[src/rtl/skl_pkg.sv]
// skl_pkg: shared types and prefix operators for the Sklansky subtractor.
//   pg_t           : one prefix-tree node (propagate, generate)
//   black()        : full prefix combine, produces group P and G
//   gray()         : generate-only combine, used once the low side is complete
//   skl_src_pos()  : position a node combines with at a given prefix level
// Optional feature macro used by the subtractor files: SKL_SUB_FLAGS_EN.
package skl_pkg;

    typedef struct packed {
        logic p;
        logic g;
    } pg_t;

    // Group (hi:lo) = hi combined with lo.
    function automatic pg_t black(pg_t pg_hi, pg_t pg_lo);
        pg_t r;
        r.p = pg_hi.p & pg_lo.p;
        r.g = pg_hi.g | (pg_hi.p & pg_lo.g);
        return r;
    endfunction

    // The low side already spans down to bit 0, so its group propagate is
    // never needed again; only the generate is folded in.
    function automatic pg_t gray(pg_t pg_hi, logic g_lo);
        pg_t r;
        r.p = pg_hi.p;
        r.g = pg_hi.g | (pg_hi.p & g_lo);
        return r;
    endfunction

    // Sklansky level k: node i reaches to the top of the lower half-block.
    function automatic int skl_src_pos(int i, int level);
        return i - (i % (1 << (level - 1))) - 1;
    endfunction

endpackage

[src/rtl/skl_prefix_stage.sv]
// skl_prefix_stage: one Sklansky prefix level plus its pipeline register.
//   clk, reset       : clock, async active-high reset
//   adv              : pipeline advance enable (whole pipe moves together)
//   vld_in/vld_out   : stage valid bit
//   pg_in/pg_out     : per-bit prefix nodes, before/after this level
//   rawp_in/rawp_out : raw a ^ ~b, carried for the final sum
//   msb_in/msb_out   : {a_msb, b_msb}, only with SKL_SUB_FLAGS_EN
module skl_prefix_stage
    import skl_pkg::*;
#(
    parameter int WIDTH = 32,
    parameter int LEVEL = 1
) (
    input  logic                  clk,
    input  logic                  reset,
    input  logic                  adv,
    input  logic                  vld_in,
    input  pg_t  [WIDTH-1:0]      pg_in,
    input  logic [WIDTH-1:0]      rawp_in,
`ifdef SKL_SUB_FLAGS_EN
    input  logic [1:0]            msb_in,
    output logic [1:0]            msb_out,
`endif
    output logic                  vld_out,
    output pg_t  [WIDTH-1:0]      pg_out,
    output logic [WIDTH-1:0]      rawp_out
);

    localparam int BLK  = 1 << LEVEL;
    localparam int HALF = 1 << (LEVEL - 1);

    pg_t [WIDTH-1:0] pg_nxt;

    // Upper half of every 2^LEVEL block combines with the top of the lower
    // half. In the first block that source is already complete to bit 0.
    for (genvar i = 0; i < WIDTH; i++) begin : g_bit
        localparam int J = skl_src_pos(i, LEVEL);
        if ((i % BLK) >= HALF) begin : g_comb
            if (J < BLK) begin : g_gray
                assign pg_nxt[i] = gray(pg_in[i], pg_in[J].g);
            end else begin : g_black
                assign pg_nxt[i] = black(pg_in[i], pg_in[J]);
            end
        end else begin : g_pass
            assign pg_nxt[i] = pg_in[i];
        end
    end

    always_ff @(posedge clk or posedge reset) begin
        if (reset) begin
            vld_out  <= 1'b0;
            pg_out   <= '0;
            rawp_out <= '0;
        end else if (adv) begin
            vld_out  <= vld_in;
            pg_out   <= pg_nxt;
            rawp_out <= rawp_in;
        end
    end

`ifdef SKL_SUB_FLAGS_EN
    always_ff @(posedge clk or posedge reset) begin
        if (reset)    msb_out <= '0;
        else if (adv) msb_out <= msb_in;
    end
`endif

endmodule

[src/rtl/sklansky_subtractor.sv]
// sklansky_subtractor: pipelined diff = a - b on a Sklansky borrow network.
//   clk, reset           : clock, async active-high reset
//   in_valid/in_ready    : operand handshake (a minuend, b subtrahend)
//   out_valid/out_ready  : result handshake
//   diff, borrow         : a - b mod 2^WIDTH, unsigned a < b
//   zero, neg, ovf       : result flags, live only with SKL_SUB_FLAGS_EN,
//                          otherwise tied to 0
// Latency NUM_STEPS+2 register stages: input, NUM_STEPS prefix levels, output.
module sklansky_subtractor
    import skl_pkg::*;
#(
    parameter int WIDTH = 32
) (
    input  logic             clk,
    input  logic             reset,
    input  logic             in_valid,
    output logic             in_ready,
    input  logic [WIDTH-1:0] a,
    input  logic [WIDTH-1:0] b,
    output logic             out_valid,
    input  logic             out_ready,
    output logic [WIDTH-1:0] diff,
    output logic             borrow,
    output logic             zero,
    output logic             neg,
    output logic             ovf
);

    localparam int NUM_STEPS = $clog2(WIDTH);

    logic adv;

    // Stall only when a result is waiting and not taken; no bubble squeeze.
    assign adv      = !out_valid || out_ready;
    assign in_ready = adv;

    // ---------------- stage 0: a + ~b + 1 setup ----------------
    logic [WIDTH-1:0] bn;
    logic [WIDTH-1:0] rawp_d;
    pg_t  [WIDTH-1:0] pg0_d;

    always_comb begin
        bn     = ~b;
        rawp_d = a ^ bn;
        pg0_d  = '0;
        for (int i = 0; i < WIDTH; i++) begin
            pg0_d[i].p = rawp_d[i];
            pg0_d[i].g = a[i] & bn[i];
        end
        // Carry-in of 1 folded into bit 0.
        pg0_d[0].g = a[0] | bn[0];
    end

    logic             s0_vld;
    pg_t  [WIDTH-1:0] s0_pg;
    logic [WIDTH-1:0] s0_rawp;

    always_ff @(posedge clk or posedge reset) begin
        if (reset) begin
            s0_vld  <= 1'b0;
            s0_pg   <= '0;
            s0_rawp <= '0;
        end else if (adv) begin
            s0_vld  <= in_valid;
            s0_pg   <= pg0_d;
            s0_rawp <= rawp_d;
        end
    end

    // ---------------- prefix levels ----------------
    logic [NUM_STEPS:0] vld_pipe;
    pg_t  [WIDTH-1:0]   pg_s   [0:NUM_STEPS];
    logic [WIDTH-1:0]   rawp_s [0:NUM_STEPS];

    assign vld_pipe[0] = s0_vld;
    assign pg_s[0]     = s0_pg;
    assign rawp_s[0]   = s0_rawp;

`ifdef SKL_SUB_FLAGS_EN
    logic [1:0] s0_msb;
    logic [1:0] msb_s [0:NUM_STEPS];

    always_ff @(posedge clk or posedge reset) begin
        if (reset)    s0_msb <= '0;
        else if (adv) s0_msb <= {a[WIDTH-1], b[WIDTH-1]};
    end

    assign msb_s[0] = s0_msb;
`endif

    for (genvar k = 1; k <= NUM_STEPS; k++) begin : g_lvl
        skl_prefix_stage #(
            .WIDTH (WIDTH),
            .LEVEL (k)
        ) u_stage (
            .clk      (clk),
            .reset    (reset),
            .adv      (adv),
            .vld_in   (vld_pipe[k-1]),
            .pg_in    (pg_s[k-1]),
            .rawp_in  (rawp_s[k-1]),
`ifdef SKL_SUB_FLAGS_EN
            .msb_in   (msb_s[k-1]),
            .msb_out  (msb_s[k]),
`endif
            .vld_out  (vld_pipe[k]),
            .pg_out   (pg_s[k]),
            .rawp_out (rawp_s[k])
        );
    end

    // ---------------- output stage ----------------
    logic [WIDTH-1:0] gfin;
    logic [WIDTH-1:0] pfin_unused;
    logic             unused_p;
    logic [WIDTH-1:0] diff_d;

    always_comb begin
        gfin        = '0;
        pfin_unused = '0;
        for (int i = 0; i < WIDTH; i++) begin
            gfin[i]        = pg_s[NUM_STEPS][i].g;
            pfin_unused[i] = pg_s[NUM_STEPS][i].p;
        end
    end

    // Group propagates are dead after the last level.
    assign unused_p = ^pfin_unused;

    // Carry into bit i is G[i-1]; carry into bit 0 is the folded-in 1.
    assign diff_d = rawp_s[NUM_STEPS] ^ {gfin[WIDTH-2:0], 1'b1};

    always_ff @(posedge clk or posedge reset) begin
        if (reset) begin
            out_valid <= 1'b0;
            diff      <= '0;
            borrow    <= 1'b0;
        end else if (adv) begin
            out_valid <= vld_pipe[NUM_STEPS];
            diff      <= diff_d;
            borrow    <= ~gfin[WIDTH-1];
        end
    end

`ifdef SKL_SUB_FLAGS_EN
    logic am, bm;
    assign {am, bm} = msb_s[NUM_STEPS];

    always_ff @(posedge clk or posedge reset) begin
        if (reset) begin
            zero <= 1'b0;
            neg  <= 1'b0;
            ovf  <= 1'b0;
        end else if (adv) begin
            zero <= (diff_d == '0);
            neg  <= diff_d[WIDTH-1];
            // Signs differ and result sign disagrees with the minuend.
            ovf  <= (am ^ bm) & (am ^ diff_d[WIDTH-1]);
        end
    end
`else
    assign zero = 1'b0;
    assign neg  = 1'b0;
    assign ovf  = 1'b0;
`endif

endmodule

[config.mk]
export PLATFORM = sky130hd
export DESIGN_NAME = sklansky_subtractor
export DESIGN_NICKNAME = d
export VERILOG_FILES = /design/src/rtl/skl_pkg.sv /design/src/rtl/skl_prefix_stage.sv /design/src/rtl/sklansky_subtractor.sv
export SDC_FILE = /design/constraint.sdc
export NUM_CORES = 1
export LEC_CHECK = 0
export BUFFER_PORTS_ARGS = -buffer_cell sky130_fd_sc_hd__buf_2
export CAP_MARGIN = 20
export CORE_ASPECT_RATIO = 0.9
export CORE_UTILIZATION = 55
export DETAILED_ROUTE_END_ITERATION = 10
export MAX_ROUTING_LAYER = met4
export PLACE_DENSITY_LB_ADDON = 0.15
export SETUP_SLACK_MARGIN = 0.4
export SKIP_LAST_GASP = 1
export SLEW_MARGIN = 20
export SYNTH_ARGS = -nofsm -noshare
export SYNTH_HDL_FRONTEND = slang
export SYNTH_HIERARCHICAL = 1
export SYNTH_SLANG_ARGS = --single-unit
[constraint.sdc]
create_clock -name clk -period 2.6 [get_ports clk]
set_input_delay 0.26 -clock clk [delete_from_list [all_inputs] [get_ports clk]]
set_output_delay 0.26 -clock clk [all_outputs]
set_load 0.05 [all_outputs]
; ---- After elaboration in Yosys (flattened, before gate mapping)
; Index checks and enable logic that the tools add are counted.
[totals]
regBits = 553
out_inout_bits = 38
[classes]
bitwise_logic = 245
n_reduce_logical = 2
[op_table]
columns = operator, count
row1 = 1-bit AND, 160
row2 = 1-bit OR, 81
row3 = 32-bit XOR, 2
row4 = 32-bit inverter, 1
row5 = 1-bit zero test, 1
row6 = 1-bit logical OR, 1
row7 = 1-bit inverter, 1

; ---- Logic depth before layout (Yosys ltp)
; Gate-level depths: netlist (run 1).
[depth]
depth_word = 2
mapped_depth = 8
depth_no_buf = 3

; ---- By module
; The synthesis (run 1) kept the hierarchy.
[modules_own_cells]
columns = module, instances, cells_each, area_each_um2, seq_area_each_um2
row1 = sklansky_subtractor, 1, 313, 4998.5, 2477.4
row2 = skl_prefix_stage at g_lvl[1].u_stage, 1, 271, 3937.5, 2427.3
row3 = skl_prefix_stage at g_lvl[5].u_stage, 1, 242, 3814.9, 2427.3
row4 = skl_prefix_stage at g_lvl[3].u_stage, 1, 265, 3759.9, 2427.3
row5 = skl_prefix_stage at g_lvl[2].u_stage, 1, 269, 3729.8, 2427.3
row6 = skl_prefix_stage at g_lvl[4].u_stage, 1, 244, 3717.3, 2427.3

; ---- Worst setup path after synthesis (run 1)
; OpenSTA, ideal clock, no wires.
[synth_timing]
path_kind = reg-to-reg
startpoint = register out_valid
endpoint = register g_lvl[5].u_stage/pg_out[0] in the netlist's numbering
setup_ns = 0.125
arrival_time_ns = 1.911
slack_ns = 0.564
stages_incl_launch_ff = 8
path_buffers = 5
path_cell_list = dfrtp_1 -> nand2b_4 -> buf_12 -> buf_8 -> clkbuf_2 -> buf_6 -> buf_6 -> mux2_4
[synth_between]
elab_chain_len = 2
[synth_rtl]
columns = element, line
row1 = start: declaration, sklansky_subtractor.sv:20  ; output logic out_valid,
row2 = start signal: assignment, sklansky_subtractor.sv:139  ; out_valid <= vld_pipe[NUM_STEPS];
row3 = 1-bit zero test, sklansky_subtractor.sv:34  ; assign adv = !out_valid || out_ready;
row4 = 1-bit logical OR, sklansky_subtractor.sv:34
row5 = via in_ready, sklansky_subtractor.sv:17  ; output logic in_ready,
row6 = end signal: assignment, skl_prefix_stage.sv:56  ; pg_out <= pg_nxt;
row7 = end: declaration, skl_prefix_stage.sv:25  ; output pg_t [WIDTH-1:0] pg_out,
; The timed path passes the listed nets, and every way through them passes these cells.
; A chain may end at the register's enable or synchronous reset.

; ---- Worst setup path after layout (run 1)
[layout_timing]
startpoint = register out_valid
endpoint = output in_ready
[layout_between]
elab_chain_len = 2
[layout_rtl]
columns = element, line
row1 = 1-bit zero test, sklansky_subtractor.sv:34
row2 = 1-bit logical OR, sklansky_subtractor.sv:34
row3 = end: declaration, sklansky_subtractor.sv:17
; No other way between the ends.

==> metrics.cfg, run 1 <==
[outcome]
status = finished clean

[grt]
grt_first_pass_wirelength_microns = 64900
grt_pass1_vias = 11200
grt_overflow_total = 0
grt_max_degree = 96
grt_antenna_before_repair = 0
use_met2_pct = 26.5
busiest_layer = met1
use_met3_pct = 3.53
gr-usage-all-layers_pct = 21.4
grt_util_met1_pct = 35.3

[setup_path]
endpoint_kind = primary output
critPathSlowestCell = dfrtp_1
critPathMaxStageDelay_ps = 430
critical_path_arrival_ps = 1850
crit_type = register to primary output
path_max_fanout = 68
crit_required_ps = 2340
startpoint_type = register
path_cells = nand2b_4 > buf_16 > clkbuf_4

[clock_network]
root_buffer = clkbuf_16
clkLatencyLatePin_ps = 590
cts_sinks = 522
cts_buffers = 52
tritoncts = done
cts_max_path_buffers = 3
path_clk_slew_ps = 60
cts-htree-levels = 2

[route]
firstDrtPassIters = 4
ant_nets = 0
wl_per_cell_microns = 18.2
drt_wl_total_microns = 39200
via_per_inst = 5.24
drc = 0
vias = 11300
drt_iter0_markers = 673

[die]
initial_core_util_pct = 56.1
io_pins = 106
die_area_sq_um = 40100
die_x_microns = 211
die_y_microns = 190
core-area_sq_um = 38500
rows = 68

[layout]
n_antenna_cell = 0
synthToLayoutAreaGrowth_pct = 11.5
fill_cells = 2902
finalNetCount = 1691
utilization_pct = 62.6
drive_gt1_share_pct = 37.3

[timing]
final.setup.tns_ps = 0
clock.fmax_ghz = 0.474
setup_violations = 0
maxSlewHeadroom_pct = 44.4
clock_skew_ps = 17.8
min_period_ps = 2110
timing.final.ws_setup_ps = 492
drv_slew = 0
hold_viol_final = 0
worstMarginPinSlew_ps = 835
finalCritPeriodShare_pct = 81.1
rsz0062_at_grt = no
hold_slack_ps = 30.0

[placement]
dp_hpwl_microns = 25900
gp_congestion = 0.762
portBuffers = 102
post-place-ws_ps = 762

[power_and_ir_drop]
p_per_area_nw_per_um2 = 1270
ir_drop_mv = 0.583
power.leakage_nw = 11.3

[synth]
ys_warn_count = 6
syn_area_per_cell_sq_um = 14.6
synth_cells = 1480
syn-cell-area_sq_um = 21600

[job]
drv_cap = 0

[min_path]
min_path_type = input port to register

[power breakdown]
group / total, mW / internal [mW] / leakage [nW] / switching (mW)
sequential: 14.4 / 11.7 / 6.23 / 2.64
clock: 7.18 / 4.22 / 0.810 / 2.96
combinational: 9.12 / 5.04 / 4.29 / 4.07
[layer usage]
metal	up-vias	wire, microns
li1	5329	-
met2	181	15400
met3	46	1670
met5	-	0
met1	5727	21400
met4	0	644
[area by class of cell]
class	count	area [sq um]	area share (%)
Clock buffer	80	1530	6.33
Clock inverter	11	113	0.467
Multi-Input combinational cell	794	7400	30.7
Inverter	80	319	1.32
Timing Repair Buffer	141	1050	4.35
Tap cell	525	657	2.72
Sequential cell	522	13100	54.1
[cells in the final DEF, fill, tap and decap left out, types with 36 or more instances in the layout]
| master | n |
|---|---|
| mux2_4 | 186 |
| buf_2 | 101 |
| nand3_1 | 41 |
| dfrtp_1 | 522 |
| a21oi_1 | 163 |
| o21ai_0 | 36 |
| inv_1 | 73 |
| nor2_1 | 80 |
| mux2_2 | 202 |
| clkbuf_16 | 53 |
[stage by stage]
stage	instance area (sq um)	instances	power (mW)
final	24100	2153	30.7
after floorplan	21700	1482	21.5
after global placement	22400	2057	23.2
after detailed placement	22400	2057	23.6
after CTS	24100	2153	30.9
after global routing	24100	2153	32.4
[worst max-delay path: cells and delay by family, from the launching register on]
kind | cells | cell delay, ps
buffers and inverters | 2 | 620
DFF | 1 | 430
and+or+nand+nor | 1 | 150
[final timing paths]
kind | startpoint | end | slack, ps | depth (start not counted)
max in group asynchronous | reset | g_lvl[5].u_stage/rawp_out[23] | 1440 | 4
setup / recovery | out_valid | in_ready | 490 | 3
hold reg to reg | g_lvl[5].u_stage/rawp_out[0] | diff[0] | 450 | 1
min in group asynchronous | reset | diff[5] | 340 | 3
hold / removal | a[31] | pg_s[383] | 30 | 3
setup reg to reg | out_valid | g_lvl[2].u_stage/rawp_out[27] | 600 | 5
[repair_timing]
action,in CTS,in global routing
hold buffers,4,0
resized for setup,1,1
endpoints found under the setup margin,1,1
setup buffers,1,0
cloned,0,0
pin swaps,0,0
endpoints found under the hold margin,107,0
[registers in the layout (all words and copies together) (netlist names)]
| register | flops |
|---|---|
| diff | 32 |
| g_lvl.u_stage/rawp_out | 160 |
| pg_s | 33 |
| s0_rawp | 31 |
| g_lvl.u_stage/pg_out | 258 |
| g_lvl.u_stage/vld_out | 5 |
| s0_vld | 1 |
| borrow | 1 |
| out_valid | 1 |
(Power assumes the default switching activity.)
==> run 2: changes to the inputs <==
--- a/config.mk
+++ b/config.mk
@@ -5,6 +5,7 @@
 export SDC_FILE = /design/constraint.sdc
 export NUM_CORES = 1
 export LEC_CHECK = 0
+export ABC_AREA = 1
 export BUFFER_PORTS_ARGS = -buffer_cell sky130_fd_sc_hd__buf_2
 export CAP_MARGIN = 20
 export CORE_ASPECT_RATIO = 0.9
==> constraint.sdc (replaced) <==
create_clock -name clk -period 1.87 [get_ports clk]
set_input_delay 0.187 -clock clk [delete_from_list [all_inputs] [get_ports clk]]
set_output_delay 0.187 -clock clk [all_outputs]
set_load 0.05 [all_outputs]
==> metrics.cfg, run 2 <==
[clock_network]
tritoncts = done
root_buffer = clkbuf_16
cts_sinks = 522  ; unchanged
path_clk_slew_ps = 60  ; about the same
cts_buffers = 52  ; unchanged
clkLatencyLatePin_ps = 570  ; -20 ps
cts-htree-levels = 2  ; unchanged
cts_max_path_buffers = 3  ; unchanged

[min_path]
hold-path-endpoint = pg_s[320]
min_path_type = input port to register
min_from = a[0]
min_path_cells = 4  ; +1

[setup_path]
crit_type = register to primary output
critPathSlowestCell = dfrtp_2
reg2reg_depth = 6  ; +1
path_max_fanout = 3  ; -96%
crit_required_ps = 1680  ; -660 ps
reg2reg_slack_ps = 400  ; -200 ps
worst-path-stages = 2  ; -1
startpoint_type = register
endpoint_kind = primary output
path_cells = nand2_8 > buf_12
cp_top_family = flip-flops
critical_path_arrival_ps = 1290  ; -560 ps
critPathMaxStageDelay_ps = 450  ; +20 ps
r2r-start = out_valid
r2r_end = g_lvl[3].u_stage/pg_out[12]
cp.buffers_inverters = 1  ; -1

[timing]
rsz0062_at_grt = yes
clock.fmax_ghz = 0.676
drv_slew = 0  ; unchanged
setup_violations = 0  ; unchanged
maxSlewHeadroom_pct = 53.9  ; +9.6 points
worstMarginPinSlew_ps = 690  ; -145 ps
min_period_ps = 1480
clock_skew_ps = 12.0  ; -5.80 ps
finalCritPeriodShare_pct = 79.0
final.setup.tns_ps = 0  ; unchanged
hold_viol_final = 0  ; unchanged

[route]
wl_per_cell_microns = 14.5  ; -21%
drt_wl_total_microns = 46900  ; +20%
via_per_inst = 4.97  ; -5.2%
ant_nets = 0  ; unchanged
drt_iter0_markers = 1527  ; +130%
drc = 0  ; unchanged
firstDrtPassIters = 5  ; +1
vias = 16100  ; +43%

[die]
initial_core_util_pct = 56.1  ; -0.065 points
io_pins = 106  ; unchanged
die_y_microns = 190  ; -0.17%
core-area_sq_um = 38500  ; -0.22%
die_area_sq_um = 40000  ; -0.34%
rows = 68  ; unchanged
die_x_microns = 211  ; -0.17%

[grt]
grt_max_degree = 96  ; unchanged
grt_pass1_vias = 15000  ; +34%
grt_antenna_before_repair = 0  ; unchanged
grt_overflow_total = 0  ; unchanged
gr-usage-all-layers_pct = 24.1  ; +2.8 points
grt_first_pass_wirelength_microns = 76300  ; +18%

[layout]
synthToLayoutAreaGrowth_pct = 18.2
final_cell_mix = nand2_1 (1462), dfrtp_1 (521), nand3_1 (238)
fin_cells = 3245  ; +51%
layout_commonest_cell = nand2_1
drive_gt1_share_pct = 9.71  ; -28 points
n_antenna_cell = 0  ; unchanged
regMostFlops = g_lvl.u_stage/pg_out
fill_cells = 3155  ; +8.7%
finalNetCount = 2783  ; +65%
largest_register_ffs = 258  ; unchanged

[placement]
dp_hpwl_microns = 29300  ; +13%
portBuffers = 102  ; unchanged
gp_congestion = 0.793  ; +4.1%
placed_cells = 3055  ; +49%

[synth]
syn-cell-area_sq_um = 21600  ; -0.34%
ys_warn_count = 6  ; unchanged
synth_cells = 2511  ; +70%
syn_area_per_cell_sq_um = 8.59  ; -41%

[power_and_ir_drop]
power.leakage_nw = 13.9  ; +23%
p_per_area_nw_per_um2 = 1620  ; +27%
ir_drop_mv = 0.772  ; +32%

[job]
drv_cap = 0  ; unchanged

[outcome]
status = finished clean

-- run 2: final cells by class --
class | instances | area (sq um) | area share, %
inverter | 108 | 443 | 1.74
tap | 525 | 657 | 2.58
multi-input combinational | 1743 | 7170 | 28.1
clock buffer | 80 | 1550 | 6.07
timing repair buffer | 256 | 2430 | 9.52
sequential | 522 | 13100 | 51.3
clock inverter | 11 | 180 | 0.707
-- run 2: power by group --
group | total (mW) | internal, mW | leakage (nW) | switching, mW
clock network | 10.5 | 6.34 | 0.851 | 4.14
registers | 19.2 | 15.8 | 6.61 | 3.40
logic | 11.5 | 4.09 | 6.48 | 7.38
total | 41.2 | 26.2 | 13.9 | 14.9
-- run 2: worst max path at each step --
stage	start	to
2_1_floorplan	out_valid	g_lvl[1].u_stage/rawp_out[15]
3_3_place_gp	out_valid	g_lvl[5].u_stage/pg_out[52]
3_5_place_dp	out_valid	g_lvl[5].u_stage/pg_out[50]
4_1_cts	out_valid	in_ready
5_1_grt	out_valid	g_lvl[3].u_stage/pg_out[12]
6_report	out_valid	in_ready
-- run 2: stage by stage --
step	instance area (sq um)	power [mW]	utilization, %	hold WS [ps]	setup slack, ps
after CTS	25200	40.9	65.6	0.195	361
final	25500	41.2	66.3	23.0	392
after global placement	22600	29.5	58.7	393	378
after floorplan	21700	27.1	-	304	383
after global routing	25500	43.9	66.3	14.7	345
after detailed placement	22600	30.0	58.7	397	337
-- run 2: worst register-to-register path, stage by stage, from the launching register on --
cell and delay, ps:
dfrtp_2 450, buf_4 190, nand2_4 230, inv_4 130, buf_12 180, nand2_1 100
nand3_1 90
-- run 2: timing repair --
item,CTS,global route
buffers inserted,3,1
setup endpoints to repair,54,162
endpoints found under the hold margin,244,0
cloned,2,7
resized for setup,7,9
hold buffers,86,0
pin swaps,1,1
-- run 2: routing by layer --
| layer | track usage (%) | routed length [microns] |
|---|---|---|
| met4 | 4.46 | 523 |
| met1 | 39.1 | 24400 |
| met3 | 3.91 | 2380 |
| met5 | - | 0 |
| met2 | 32.0 | 19600 |
